<file path="src/rtl/gb_cart_pkg.sv">
// Shared types and cartridge memory-map constants for the Game Boy cartridge bus master.
// Pure declarations: no logic, no latency, no flow control.
package gb_cart_pkg;

  typedef enum logic [1:0] {
    IDLE   = 2'd0,
    ACCESS = 2'd1,
    DONE   = 2'd2
  } state_e;

  localparam logic [15:0] ROM_END   = 16'h7FFF;
  localparam logic [15:0] ERAM_BASE = 16'hA000;
  localparam logic [15:0] ERAM_END  = 16'hBFFF;
  localparam logic [7:0]  OPEN_BUS  = 8'hFF;

endpackage

</file>
<file path="src/rtl/cart_addr_decode.sv">
// Classifies a CPU address as ROM, external RAM or outside cartridge space.
// Purely combinational, zero latency, no flow control.
module cart_addr_decode
  import gb_cart_pkg::*;
(
  input  logic [15:0] addr_i,
  output logic        in_cart_o,
  output logic        is_eram_o
);

  assign is_eram_o = (addr_i >= ERAM_BASE) && (addr_i <= ERAM_END);
  assign in_cart_o = (addr_i <= ROM_END) || is_eram_o;

endmodule

</file>
<file path="src/rtl/cart_bus_master.sv">
// Turns one CPU request at a time into a timed cartridge read/write strobe sequence.
// Response READ_WAIT+1 / WR_PULSE+1 cycles after accept (1 if outside cart); accepts only in IDLE, response has no backpressure.
module cart_bus_master
  import gb_cart_pkg::*;
#(
  parameter int unsigned READ_WAIT = 2,
  parameter int unsigned WR_PULSE  = 1
) (
  input  logic        clk,
  input  logic        rst,
  input  logic        REQ_VALID,
  output logic        REQ_READY,
  input  logic        REQ_WR,
  input  logic [15:0] REQ_ADDR,
  input  logic [7:0]  REQ_DATA,
  output logic        RSP_VALID,
  output logic [7:0]  RSP_DATA,
  output logic [15:0] CART_ADDR,
  output logic [7:0]  CART_DATA_out,
  input  logic [7:0]  CART_DATA_in,
  output logic        CART_RD,
  output logic        CART_WR,
  output logic        CART_CS
);

  localparam logic [3:0] RD_LOAD = 4'(READ_WAIT - 1);
  localparam logic [3:0] WR_LOAD = 4'(WR_PULSE - 1);

  state_e      state_q, state_d;
  logic [3:0]  cnt_q, cnt_d;
  logic        wr_q, wr_d;
  logic        eram_q, eram_d;
  logic [7:0]  data_q, data_d;
  logic [15:0] addr_q, addr_d;
  logic [7:0]  rsp_q, rsp_d;
  logic        dec_in_cart;
  logic        dec_eram;

  cart_addr_decode u_decode (
    .addr_i    (REQ_ADDR),
    .in_cart_o (dec_in_cart),
    .is_eram_o (dec_eram)
  );

  always_comb begin
    state_d = state_q;
    cnt_d   = cnt_q;
    wr_d    = wr_q;
    eram_d  = eram_q;
    data_d  = data_q;
    addr_d  = addr_q;
    rsp_d   = rsp_q;
    case (state_q)
      IDLE: begin
        if (REQ_VALID) begin
          wr_d   = REQ_WR;
          data_d = REQ_DATA;
          eram_d = dec_eram;
          cnt_d  = REQ_WR ? WR_LOAD : RD_LOAD;
          // The cartridge address bus only moves for accesses that actually reach the cartridge.
          if (dec_in_cart) begin
            state_d = ACCESS;
            addr_d  = REQ_ADDR;
          end else begin
            state_d = DONE;
            rsp_d   = OPEN_BUS;
          end
        end
      end
      ACCESS: begin
        if (cnt_q == 4'd0) begin
          state_d = DONE;
          rsp_d   = wr_q ? data_q : CART_DATA_in;
        end else begin
          cnt_d = cnt_q - 4'd1;
        end
      end
      DONE:    state_d = IDLE;
      default: state_d = IDLE;
    endcase
  end

  always_ff @(posedge clk) begin
    if (rst) begin
      state_q <= IDLE;
      cnt_q   <= 4'd0;
      wr_q    <= 1'b0;
      eram_q  <= 1'b0;
      data_q  <= OPEN_BUS;
      addr_q  <= 16'h0000;
      rsp_q   <= OPEN_BUS;
    end else begin
      state_q <= state_d;
      cnt_q   <= cnt_d;
      wr_q    <= wr_d;
      eram_q  <= eram_d;
      data_q  <= data_d;
      addr_q  <= addr_d;
      rsp_q   <= rsp_d;
    end
  end

  assign REQ_READY     = (state_q == IDLE);
  assign RSP_VALID     = (state_q == DONE);
  assign RSP_DATA      = rsp_q;
  assign CART_ADDR     = addr_q;
  assign CART_RD       = (state_q == ACCESS) && !wr_q;
  assign CART_WR       = (state_q == ACCESS) && wr_q;
  assign CART_CS       = (state_q == ACCESS) && eram_q;
  assign CART_DATA_out = ((state_q == ACCESS) && wr_q) ? data_q : OPEN_BUS;

endmodule

</file>
<file path="config.mk">
export PLATFORM = sky130hd
export DESIGN_NAME = cart_bus_master
export DESIGN_NICKNAME = d
export VERILOG_FILES = /design/src/rtl/gb_cart_pkg.sv /design/src/rtl/cart_addr_decode.sv /design/src/rtl/cart_bus_master.sv
export SDC_FILE = /design/constraint.sdc
export NUM_CORES = 1
export LEC_CHECK = 0
export ABC_AREA = 1
export CORE_MARGIN = 1
export CORE_UTILIZATION = 46
export DETAILED_ROUTE_END_ITERATION = 10
export HOLD_SLACK_MARGIN = 0.12
export PLACE_DENSITY = 0.85
export SLEW_MARGIN = 20
export SYNTH_ARGS = -nofsm -noshare
export SYNTH_HDL_FRONTEND = slang
export SYNTH_SLANG_ARGS = --single-unit
</file>
<file path="constraint.sdc">
create_clock -name clk -period 2.9 [get_ports clk]
set_input_delay 0.29 -clock clk [delete_from_list [all_inputs] [get_ports clk]]
set_output_delay 0.29 -clock clk [all_outputs]
set_load 0.01 [all_outputs]
</file>
=== After elaboration in Yosys (flattened, before gate mapping) ===
Index checks and enable logic that the tools add are counted.
Widths: inputs -> output; s select.

* Input bits: 36
* Output and inout bits: 37
* Logic and storage cells: 45
* Register bits: 40

* Eq/ne operators: 6
* Muxes and demuxes: 14
* Magnitude comparators: 3
* Add/subtract/negate cells: 1
* Reduce and logical (&&, ||, !) cells: 14

{| class="wikitable"
|+ Operators by type and width
! cell !! count
|-
| $mux 8 || 5
|-
| $ge 16x16->1 const B || 1
|-
| $le 16x15->1 const B || 1
|-
| $le 16x16->1 const B || 1
|-
| $pmux 8 s2 || 1
|-
| $mux 4 || 2
|-
| $ne 2x2->1 const B || 4
|-
| $pmux 4 s2 || 1
|-
| $mux 2 || 3
|-
| $reduce_and 3->1 || 2
|-
| $logic_and 1x1->1 || 4
|-
| $logic_not 4->1 || 1
|-
| $pmux 2 s2 || 1
|-
| $reduce_and 2->1 || 2
|-
| $reduce_and 4->1 || 1
|-
| $sub 4x1->4 const B || 1
|-
| $eq 2x1->1 const B || 1
|-
| $eq 2x2->1 const B || 1
|-
| $logic_not 2->1 || 1
|-
| $reduce_bool 2->1 || 1
|-
| $logic_not 1->1 || 1
|-
| $logic_or 1x1->1 || 1
|-
| $mux 1 || 1
|}

=== Longest topological paths before layout ===
* Depth after elaboration: 6
* Depth in mapped cells: 8
* Mapped depth without buffers: 8

=== Modules after synthesis ===
From an unflattened synthesis, not the netlist that was laid out.

* Cells, all modules: 225
* Area total of the unflattened synthesis: 1830.5 µm²

{| class="wikitable"
|+ Modules (own cells, without submodules)
! module !! area an instance (µm²) !! cells an instance !! sequential area each (µm²) !! times used
|-
| cart_bus_master || 1810.5 || 221 || 800.8 || 1
|-
| cart_addr_decode || 20.0 || 4 || 0.0 || 1
|}

=== Worst setup path after synthesis ===
OpenSTA, ideal clock, no wires.

* Path type: flip-flop to output port
* Start point: register wr_q
* End point: output port CART_DATA_out[0]
* Arrival: 1.107 ns
* Cell stages (with the launch flop): 5
* Path slack: 1.503 ns
* Data required time: 2.610 ns
* Path buffers: 1
* Cells stage by stage: dfxtp_1 > buf_4 > clkinv_1 > nor2_2 > nand2_1

* Cells in the longest elaborated chain, start to end: 2

{| class="wikitable"
|+ Ends and longest elaborated chain
! item !! RTL line !! text
|-
| start: declaration || cart_bus_master.sv:31 || <nowiki>logic wr_q, wr_d;</nowiki>
|-
| start signal: assignment || cart_bus_master.sv:95 || <nowiki>wr_q <= wr_d;</nowiki>
|-
| $logic_and 1x1->1 || - ||
|-
| net CART_WR || cart_bus_master.sv:22 || <nowiki>output logic CART_WR,</nowiki>
|-
| $mux 8 || cart_bus_master.sv:110 || <nowiki>assign CART_DATA_out = ((state_q == ACCESS) && wr_q) ? data_q : OPEN_BUS;</nowiki>
|-
| end: declaration || cart_bus_master.sv:19 || <nowiki>output logic [7:0] CART_DATA_out,</nowiki>
|}

The timed path passes the listed nets, and every way through them passes these cells.

=== Worst setup path after layout ===
* Start point: register wr_q
* End point: output port CART_WR

* Cells in the longest elaborated chain, start to end: 1

{| class="wikitable"
|+ Ends and longest elaborated chain
! item !! RTL line !! text
|-
| $logic_and 1x1->1 || cart_bus_master.sv:108 || <nowiki>assign CART_WR = (state_q == ACCESS) && wr_q;</nowiki>
|-
| end: declaration || cart_bus_master.sv:22 ||
|}

Every way passes these cells.

==> impl_metrics.env <==
export IMPL_wl_per_cell_um=11.6
export IMPL_drc=0
export IMPL_r2r_setup_slack_ps=1430
export IMPL_reg2regPathDepth=7
export IMPL_rsz0062_at_grt="false"
export IMPL_timing_max_cap_violations=0
export IMPL_endpoint_kind="primary output"
export IMPL_cts_tree="yes"
export IMPL_die_x_um=64.7
export IMPL_antenna_left=0
export IMPL_num_rows=22
export IMPL_crit_slowest_cell="clkdlybuf4s50_1"
export IMPL_irDropWorstVdd_mv=0.271
export IMPL_grt_pass1_vias=1675
export IMPL_cp_cell_sequence="clkinv_1 > nor2_2 > clkdlybuf4s50_1"
export IMPL_dieArea_um2=4180
export IMPL_slowest_delay_ps=610
export IMPL_path_clk_slew_ps=70
export IMPL_viasPerCell=4.95
export IMPL_drt_first_pass_iters=5
export IMPL_synth_seq_cells=40
export IMPL_min_to="RSP_DATA[0]"
export IMPL_syn_area_um2=1810
export IMPL_syn_area_per_cell_um2=7.73
export IMPL_ctsRootBufferMaster="clkbuf_8"
export IMPL_synth_seq_area_share_pct=44.3
export IMPL_clkPwrFrac_pct=28.0
export IMPL_startpoint_type="flip-flop"
export IMPL_yosysUniqueCellTypes=27
export IMPL_yosys_warnings=0
export IMPL_hold_path_class="flip-flop to flip-flop"
export IMPL_worstHoldStart="RSP_DATA[0]"
export IMPL_antenna_cells=0
export IMPL_hold_depth=2
export IMPL_power_density_nw_per_um2=512
export IMPL_portBuffers=72
export IMPL_gp_congestion=0.796
export IMPL_drive_gt1_share_pct=10.1
export IMPL_multiInputGateArea_um2=851
export IMPL_antenna_found_initial=0
export IMPL_worst_pin_slew_ps=698
export IMPL_core_area_um2=3720
export IMPL_arrival_ps=2130
export IMPL_crit_family="buffers and inverters"
export IMPL_register_area_um2=801
export IMPL_track_usage_pct=22.0
export IMPL_clock_sinks=40
export IMPL_required_ps=2610
export IMPL_post_dp_hpwl_um=3060
export IMPL_fillers=296
export IMPL_final_common_cell="clkdlybuf4s50_1"
export IMPL_status="complete, no violations"
export IMPL_cts_made_buffers=5
export IMPL_cts_resized_gates=0
export IMPL_ioPinCount=73
export IMPL_r2r_start="state_q[0]"
export IMPL_post_cts_setup_buffer_count=0
export IMPL_nNetsFinal=343
export IMPL_wirelength_um=4100
export IMPL_syn_nets=272
export IMPL_seqPwrFrac_pct=47.0
export IMPL_combPwrFrac_pct=25.0
export IMPL_vias=1751
export IMPL_p_switching_w=0.000380
export IMPL_final_cell_mix="clkdlybuf4s50_1, nand2_1, dfxtp_1"
export IMPL_holdBufCountCts=0
export IMPL_clk_latency_ps=290
export IMPL_area_growth_pct=44.7
export IMPL_crit_type="flip-flop to primary output"
export IMPL_relSlewSlack_pct=53.4
export IMPL_setup_viol=0
export IMPL_grt_max_degree=26
export IMPL_grt_pass1_wl_um=7120
export IMPL_crit_start="wr_q"
export IMPL_cp_buffers_inverters=2
export IMPL_netlist_instances=234
export IMPL_finalPower_w=0.00134
export IMPL_timing_setup_tns_ps=0
export IMPL_grt_ovfl_total=0
export IMPL_h_tree_depth=2
export IMPL_dieHeight_um=64.7
export IMPL_drt_iter0_markers=87
export IMPL_hold_viol=0
export IMPL_p_int_w=0.000960
export IMPL_r2r_end="RSP_DATA[6]"
export IMPL_slew_violations=0
export IMPL_swShare_pct=28.4
export IMPL_clk_path_buf_depth=2
export IMPL_initial_core_util_pct=48.7
export IMPL_crit_fanout=10
export IMPL_period_share_pct=83.6
export IMPL_period_minus_slack_ps=2420
export IMPL_power_leakage_nw=1.09
export IMPL_clock_skew_ps=6.19
export IMPL_max_clock_freq_mhz=413
[power groups by stage]
stage | logic (W) | clock network [W] | registers, W
2_1_floorplan | 0.000184 | 0 | 0.000652
3_3_place_gp | 0.000330 | 0 | 0.000641
5_1_grt | 0.000376 | 0.000408 | 0.000636
4_1_cts | 0.000338 | 0.000382 | 0.000630
3_5_place_dp | 0.000336 | 0 | 0.000643
6_report | 0.000335 | 0.000375 | 0.000630
[sequential cells by signal, indices dropped and copies added, names as in the netlist]
name,flops
RSP_DATA,8
wr_q,1
cnt_q,4
data_q,8
CART_ADDR,16
eram_q,1
state_q,2
[cell families (layout without fill, tap and decap cells)]
logic type,Yosys count,after routing,share of synthesized area [%]
AOI/OAI and AO/OA,33,33,10.1
xor gates and xnor gates,1,1,0.485
adders and majority gates,2,2,1.38
buffers and inverters,28,100,8.65
DFF,40,40,44.3
and+or+nand+nor,130,130,35.1
[stage by stage]
stage	utilization [%]	std cells	instance area [um2]	hold WS (ps)	setup slack, ps
floorplan	-	234	1810	403	1500
global placement	68.0	346	2530	443	891
detailed placement	68.0	346	2530	451	836
CTS	70.4	354	2620	468	469
global route	70.4	354	2620	493	329
finish	70.4	354	2620	462	477
[worst max-delay path by stage]
stage,to,depth (start not counted)
global route,CART_DATA_out[3],4
global placement,CART_WR,3
detailed placement,CART_WR,3
finish,CART_WR,3
CTS,CART_DATA_out[2],4
floorplan,CART_DATA_out[0],4
[layout make-up]
type                            instances  area share [%]
Multi-Input combinational cell        166            32.5
Sequential cell                        40            30.6
Timing Repair Buffer                   73            27.8
Clock buffer                            8            3.44
Inverter                               19            3.30
Tap cell                               48            2.30
[cell usage after synthesis (all sizes together)]
cell type | count | area (um2)
nand2 | 47 | 213
nor2 | 44 | 226
dfxtp | 40 | 801
nand3 | 30 | 150
o21ai | 20 | 115
inv | 18 | 82.6
a21oi | 12 | 60.1
nor3 | 9 | 45.0
buf | 6 | 58.8
clkbuf | 3 | 11.3
ha | 2 | 25.0
clkinv | 1 | 3.75
o21a | 1 | 7.51
xnor2 | 1 | 8.76
[layer usage]
layer | part of all wire (%) | GRT usage, % | vias to the layer above
li1 | - | - | 897
met1 | 42 | 24.3 | 782
met2 | 48 | 38.8 | 64
met3 | 8.1 | 7.04 | 8
met4 | 2.1 | 8.89 | 0
met5 | 0 | 0 | -
[worst register-to-register path, delay by kind of cell, from the launching register on]
family,cells,cell delay [ps]
DFF,1,410
and+or+nand+nor,6,800
buffers and inverters,1,120
(Power assumes the default switching activity.)
